### config.mk
export PLATFORM = sky130hd
export DESIGN_NAME = imm_builder
export DESIGN_NICKNAME = d
export VERILOG_FILES = /design/src/rtl/imm_builder_pkg.sv /design/src/rtl/imm_builder_sign_zero_ext.sv /design/src/rtl/imm_builder.sv
export SDC_FILE = /design/constraint.sdc
export NUM_CORES = 1
export LEC_CHECK = 0
export ABC_AREA = 1
export BUFFER_PORTS_ARGS = -buffer_cell sky130_fd_sc_hd__buf_4
export CORE_ASPECT_RATIO = 1.25
export CORE_UTILIZATION = 49
export DETAILED_ROUTE_END_ITERATION = 7
export PLACE_DENSITY_LB_ADDON = 0.3
export SLEW_MARGIN = 15
export SYNTH_ARGS = -nofsm -noshare
export SYNTH_HDL_FRONTEND = slang
export SYNTH_HIERARCHICAL = 1
export SYNTH_SLANG_ARGS = --single-unit
### constraint.sdc
create_clock -name clk -period 1.4 [get_ports clk]
set_input_delay 0.42 -clock clk [delete_from_list [all_inputs] [get_ports clk]]
set_output_delay 0.42 -clock clk [all_outputs]
set_load 0.03 [all_outputs]
### src/rtl/imm_builder_pkg.sv
// imm_builder_pkg
//   Shared types and constants for the immediate builder.
//   - imm_state_e : builder FSM states
//   - EXT_ZERO / EXT_SIGN : extension mode encodings
//   - cnt_width() : chunk-counter width for a given MAX_CHUNKS,
//                   i.e. $clog2(MAX_CHUNKS+1)
package imm_builder_pkg;

  typedef enum logic [1:0] {
    ST_IDLE  = 2'd0,
    ST_ACCUM = 2'd1,
    ST_HOLD  = 2'd2
  } imm_state_e;

  localparam logic EXT_ZERO = 1'b0;
  localparam logic EXT_SIGN = 1'b1;

  // The counter must be able to hold MAX_CHUNKS itself.
  function automatic int cnt_width(input int max_chunks);
    return $clog2(max_chunks + 1);
  endfunction

endpackage

### src/rtl/imm_builder_sign_zero_ext.sv
// sign_zero_ext
//   Combinational IN_W -> OUT_W extender, sign or zero fill by mode.
//   Ports:
//     in          [IN_W-1:0]  value to extend
//     signed_mode 1           EXT_SIGN = replicate MSB, EXT_ZERO = fill 0
//     out         [OUT_W-1:0] extended value
module sign_zero_ext
  import imm_builder_pkg::*;
#(
  parameter int IN_W  = 12,
  parameter int OUT_W = 16
) (
  input  logic [IN_W-1:0]  in,
  input  logic             signed_mode,
  output logic [OUT_W-1:0] out
);

  logic w_fill;

  assign w_fill = (signed_mode == EXT_SIGN) ? in[IN_W-1] : 1'b0;
  assign out    = {{(OUT_W-IN_W){w_fill}}, in};

endmodule

### src/rtl/imm_builder.sv
// imm_builder
//   Assembles a multi-chunk immediate from a valid/ready chunk stream
//   and presents it on a registered valid/ready output.
//   Optional feature macro: IMM_BUILDER_OVF_EN enables lost-bit and
//   forced-termination flagging on out_ovf; otherwise out_ovf is 0.
//   Ports:
//     clk, rst_n           clock, synchronous active-low reset
//     in_valid/in_ready    chunk handshake
//     in_data [IN_W-1:0]   chunk bits
//     in_prefix            1 = more chunks follow
//     in_signed            extension mode, taken from the first chunk
//     out_valid/out_ready  result handshake
//     out_data [OUT_W-1:0] assembled immediate
//     out_ovf              overflow / forced-termination flag
//
//   state    | meaning
//   ST_IDLE  | no chunk held, waiting for first chunk
//   ST_ACCUM | one or more chunks held, more expected
//   ST_HOLD  | result valid, waiting for out_ready
module imm_builder
  import imm_builder_pkg::*;
#(
  parameter int IN_W       = 12,
  parameter int OUT_W      = 16,
  parameter int MAX_CHUNKS = 2
) (
  input  logic             clk,
  input  logic             rst_n,
  input  logic             in_valid,
  output logic             in_ready,
  input  logic [IN_W-1:0]  in_data,
  input  logic             in_prefix,
  input  logic             in_signed,
  output logic             out_valid,
  input  logic             out_ready,
  output logic [OUT_W-1:0] out_data,
  output logic             out_ovf
);

  localparam int CNT_W = cnt_width(MAX_CHUNKS);

  imm_state_e       r_state;
  imm_state_e       w_state_nxt;
  logic [OUT_W-1:0] r_acc;
  logic [CNT_W-1:0] r_cnt;
  logic [CNT_W-1:0] w_cnt_nxt;
  logic [OUT_W-1:0] w_ext;
  logic [OUT_W-1:0] w_shifted;
  logic             w_accept;
  logic             w_forced;
  logic             w_term;
  logic             w_out_hs;

  sign_zero_ext #(
    .IN_W  (IN_W),
    .OUT_W (OUT_W)
  ) u_ext (
    .in          (in_data),
    .signed_mode (in_signed),
    .out         (w_ext)
  );

  // in_ready depends on state only, never on out_ready.
  assign in_ready  = (r_state != ST_HOLD);
  assign w_accept  = in_valid && in_ready;
  assign w_out_hs  = (r_state == ST_HOLD) && out_ready;
  assign w_cnt_nxt = (r_state == ST_IDLE) ? CNT_W'(1) : r_cnt + CNT_W'(1);
  // A prefix chunk that reaches the limit is forced to be final.
  assign w_forced  = in_prefix && (w_cnt_nxt == CNT_W'(MAX_CHUNKS));
  assign w_term    = !in_prefix || w_forced;
  assign w_shifted = {r_acc[OUT_W-IN_W-1:0], in_data};

  always_ff @(posedge clk) begin
    if (!rst_n) begin
      r_state <= ST_IDLE;
    end else begin
      r_state <= w_state_nxt;
    end
  end

  always_comb begin
    w_state_nxt = r_state;
    case (r_state)
      ST_IDLE, ST_ACCUM: begin
        if (w_accept) begin
          w_state_nxt = w_term ? ST_HOLD : ST_ACCUM;
        end
      end
      ST_HOLD: begin
        if (out_ready) begin
          w_state_nxt = ST_IDLE;
        end
      end
      default: w_state_nxt = ST_IDLE;
    endcase
  end

  always_ff @(posedge clk) begin
    if (!rst_n) begin
      r_acc <= '0;
      r_cnt <= '0;
    end else if (w_accept) begin
      r_acc <= (r_state == ST_IDLE) ? w_ext : w_shifted;
      r_cnt <= w_cnt_nxt;
    end else if (w_out_hs) begin
      r_cnt <= '0;
    end
  end

  assign out_valid = (r_state == ST_HOLD);
  assign out_data  = out_valid ? r_acc : '0;

`ifdef IMM_BUILDER_OVF_EN
  logic            r_mode;
  logic            r_ovf;
  logic [IN_W-1:0] w_lost;
  logic            w_lost_bad;

  // Bits pushed off the top must be pure extension of the kept value.
  assign w_lost     = r_acc[OUT_W-1:OUT_W-IN_W];
  assign w_lost_bad = (r_mode == EXT_SIGN) ? (w_lost != {IN_W{w_shifted[OUT_W-1]}})
                                           : (w_lost != '0);

  always_ff @(posedge clk) begin
    if (!rst_n) begin
      r_mode <= EXT_ZERO;
      r_ovf  <= 1'b0;
    end else if (w_accept) begin
      if (r_state == ST_IDLE) begin
        r_mode <= in_signed;
        r_ovf  <= w_forced;
      end else begin
        r_ovf  <= r_ovf || w_lost_bad || w_forced;
      end
    end else if (w_out_hs) begin
      r_ovf <= 1'b0;
    end
  end

  assign out_ovf = out_valid && r_ovf;
`else
  assign out_ovf = 1'b0;
`endif

endmodule

# Yosys cells after proc, flatten, opt, wreduce, memory -nomap -nowiden
# Cells that the tools add are included.
[totals] latch_bits=0 ramBits=0 n_memories=0 regBits=20 mem_bits_ro=0
[op_classes] eq_ne=6 n_mux=10 n_div=0 order_cmp=0 multipliers=0 reduce_logical=9 shifts=0 n_bitwise=0 add_sub_neg=1
[op_table] op="16-bit 2-to-1 mux" n=2
[op_table] op="2-bit 2-to-1 mux" n=6
[op_table] op="2-bit equality test, second input constant" n=2
[op_table] op="2-bit != test, second input constant" n=2
[op_table] op="2-bit one-hot mux with 2 select lines" n=1
[op_table] op="1-bit logical AND" n=3
[op_table] op="2-bit by 1-bit adder with 2-bit output, second input constant" n=1
[op_table] op="2-bit by 1-bit equality test with 1-bit output, second input constant" n=1
[op_table] op="2-bit logical NOT" n=1
[op_table] op="2-bit by 1-bit != test with 1-bit output, second input constant" n=1
[op_table] op="2-bit AND reduction" n=1
[op_table] op="2-bit nonzero test" n=1
[op_table] op="2-bit OR reduction" n=1
[op_table] op="1-bit logical NOT" n=1
[op_table] op="1-bit logical OR" n=1
[op_table] op="1-bit 2-to-1 mux" n=1

# Logic depth before layout (Yosys ltp)
[depth] word_depth=8 ltp_mapped=7 mapped_depth_nobuf=6

# Modules after synthesis
# Netlist, hierarchy kept.
[by_module_without_submodules] module="imm_builder" instances=1 area_each_um2=1014.7 cells_each=154 seq_area_each_um2=400.4
[by_module_without_submodules] module="sign_zero_ext" instances=1 area_each_um2=127.6 cells_each=18 seq_area_each_um2=0.0

# Worst setup path before layout
# OpenSTA, ideal clock, no wires.
[synth_path] path_kind="register -> output" startpoint="register r_state[0]" endpoint="output port out_data[0]" path_buffers=2 path_stages_with_launch=6 setup_slack_ps=-267 t_arrival_ps=1247 cell_sequence="dfxtp_1 -> inv_2 -> nand2_2 -> buf_4 -> buf_2 -> nor2_1"
[synth_between] elab_chain_cells=2
[synth_rtl] item="start: declaration" line_no="imm_builder.sv:42" rtl="imm_state_e r_state;"
[synth_rtl] item="start signal: assignment" line_no="imm_builder.sv:77" rtl="r_state <= w_state_nxt;"
[synth_rtl] item="2-bit equality test" line_no="imm_builder.sv:110" rtl="assign out_valid = (r_state == ST_HOLD);"
[synth_rtl] item="16-bit 2-to-1 mux" line_no="imm_builder.sv:111" rtl="assign out_data = out_valid ? r_acc : '0;"
[synth_rtl] item="end: declaration" line_no="imm_builder.sv:36" rtl="output logic [OUT_W-1:0] out_data,"
# Every way passes these cells.

# Final worst setup path
[layout_path] startpoint="register r_state[0]" endpoint="output port out_data[13]"
# The elaborated chain is that of the path after synthesis.

==> reports/qor.txt <==
Diodes inserted - 0
Layout area overhead - 45.13%
max-cap viol count - 0
setup violators final - 18
Reg power frac - 48.1%
Die Y - 55.99 um
initial core utilization - 51.67%
Final Hold Fails - 0
Final min period - 1.606 ns
Total Wirelength - 2833 um
Cells after DPL - 221
Post-DRT Antenna Nets - 0
clk_skew - 0.002302 ns
clock sinks - 20
yosys warns - 6
worst endpoint data arrival time - 1.19 ns
initial DRC count - 17
Detailed Place HPWL - 1845 um
status - complete, but fails checks
Combinational Power Share - 31.9%
post-synth net total - 190
Cells after Synth - 172
violated checks - negative setup slack
WL per Instance - 12.37 um
largest net degree at the start of global routing - 19
final hold slack - 0.3686 ns
Crit-path slowest cell - dfxtp_2
clock buffer depth - 2
initial antenna violation count - 0
Post-Layout Cell Count - 229
count of buffers from port buffering - 35
Slowest Stage Delay on Critical Path - 0.35 ns
die width - 45.19 um
Cell Chain, Critical Path - inv_4, nand2_8, buf_6, nor2_4, buf_6
first-pass GRT wire length - 4478 um
worst path required time - 0.98 ns
syn_area_per_cell - 6.642 um^2
Clk pin slew, worst setup/hold paths - 0.11 ns
Filler Cell Count - 183
Final WS setup - -0.2063 ns
synthesis-stage register bit count - 20
GRT Total Usage - 23.94%
sequential share of the synthesized area - 35.05%
PD cells - 814.4 nW/um^2
CTS Root Cell - clkbuf_4
CP max FO - 7
Ports - 37
sw frac - 33.40%
CTS H-tree lvls - 1
Setup TNS Final - -3.315 ns
fmax - 622.5 MHz
Residual DRC - 0
die area - 2530 um^2
gpl congestion - 0.7180
RSZ-0062 raised after global routing - yes
post-synthesis cell type count - 17
fin. max-slew vios - 0
First-pass DRT Iterations - 4
clock power share - 20.0%
switching power - 450.9 uW
kind of critical path - reg2out
vias per cell - 5.048
startpoint types - flip-flop
final net count - 218
Final period util - 114.7%
Vias - 1156
most frequent cells in the layout - a21oi_1 (32), buf_4 (25), nand2_1 (23), inv_1 (20)
cts hold-fix bufs - 0
maximum ir drop on the vdd rail - 0.5811 mV
Hold Path Class - in2reg
most common library cell in the layout ignoring fill and taps - a21oi_1
most frequent CP cell - buf_6
P_leak - 0.0007086 uW
CTS buffer count - 3
Crit. End Element - primary output
Internal Power - 899.3 uW
Rows - 19
GR Overflow Total - 0
Core Region - 2211 um^2
vias in the first global route - 1043
CTS tree - yes
layout cells sized above 1 - 39.39%
clk_lat worst skew - 0.30 ns
Mapped Area - 1142 um^2
-- sequential cells by signal, summed over array words and instances (netlist names) --
name,count
r_acc,16
r_cnt,2
r_state,2
-- final timing paths --
kind | startpoint | cells after the start | to | slack, ns
hold / removal | in_data[9] | 3 | r_acc[9] | 0.37
hold reg to reg | r_cnt[1] | 2 | r_cnt[1] | 0.51
setup / recovery | r_state[0] | 5 | out_data[13] | -0.21
setup reg to reg | r_state[0] | 8 | r_cnt[1] | 0.10
-- per-layer routing --
metal / vias up / part of all wire (%) / track usage, %
li1: 586 / - / -
met1: 534 / 42 / 28.28
met2: 29 / 53 / 41.82
met3: 7 / 2.7 / 2.273
met4: 0 / 2.2 / 10.39
met5: - / 0 / 0
-- final cells by class --
cell class / instances / area (um^2) / share of cell area [%]
well taps: 31 / 38.79 / 2.340
inverters: 23 / 91.34 / 5.509
repair buffers: 47 / 473.0 / 28.53
flip-flops and latches: 20 / 402.9 / 24.30
multi-input cells: 105 / 629.4 / 37.96
clock buffers: 3 / 22.52 / 1.358
-- cells in the mapped netlist --
library cell   n  share of area, %
dfxtp_1       20                35
inv_2          2              0.66
buf_4         19                12
nand2_2        2               1.1
or2_2          1              0.55
buf_1          1              0.33
o21ai_1        4               1.8
o21ai_0       13               5.7
nand3_1        6               2.6
nand2_1       23               7.6
a21oi_1       36                16
nand2_4        1              0.99
buf_2          3               1.3
inv_1         21               6.9
conb_1         1              0.33
buf_6          1              0.99
nor2_1        18               5.9
-- through the flow --
step	total power (uW)	setup WS, ns	util, %	area (um^2)
6_report	1350	-0.2063	74.99	1658
5_1_grt	1419	-0.2573	74.99	1658
4_1_cts	1328	-0.2053	73.06	1615
3_5_place_dp	1006	0.03837	63.50	1404
3_3_place_gp	991.7	0.07215	63.50	1404
2_1_floorplan	923.0	-0.01685	-	1229
-- what timing repair did --
action                                  in CTS  in global routing
pin swaps                                    2                  1
endpoints found under the setup margin      18                 37
endpoints found under the hold margin        0                  0
cloned                                       1                  0
gates resized for setup                     39                 12
buffers inserted                             3                  1
-- kinds of logic after synthesis --
| logic type | Yosys count | share of synthesized area, % |
|---|---|---|
| flops | 20 | 35.05 |
| compound gates | 53 | 23.22 |
| other cells | 1 | 0.3283 |
| simple gates | 51 | 18.73 |
| buf+inv | 47 | 22.67 |
-- power groups by stage --
| stage | combinational [uW] | clock (uW) | sequential, uW |
|---|---|---|---|
| detailed placement | 348 | 0 | 658 |
| finish | 430 | 270 | 650 |
| global placement | 336 | 0 | 655 |
| global route | 467 | 296 | 656 |
| floorplan | 272 | 0 | 651 |
| CTS | 403 | 277 | 648 |
-- worst max-delay path: cells and delay by family, from the launching register on --
| family | cells | cell delay [ns] |
|---|---|---|
| buffers and inverters | 3 | 0.37 |
| AND/OR/NAND/NOR | 2 | 0.17 |
| flip-flops | 1 | 0.35 |
Note: power is estimated with default switching activity, not from simulation.
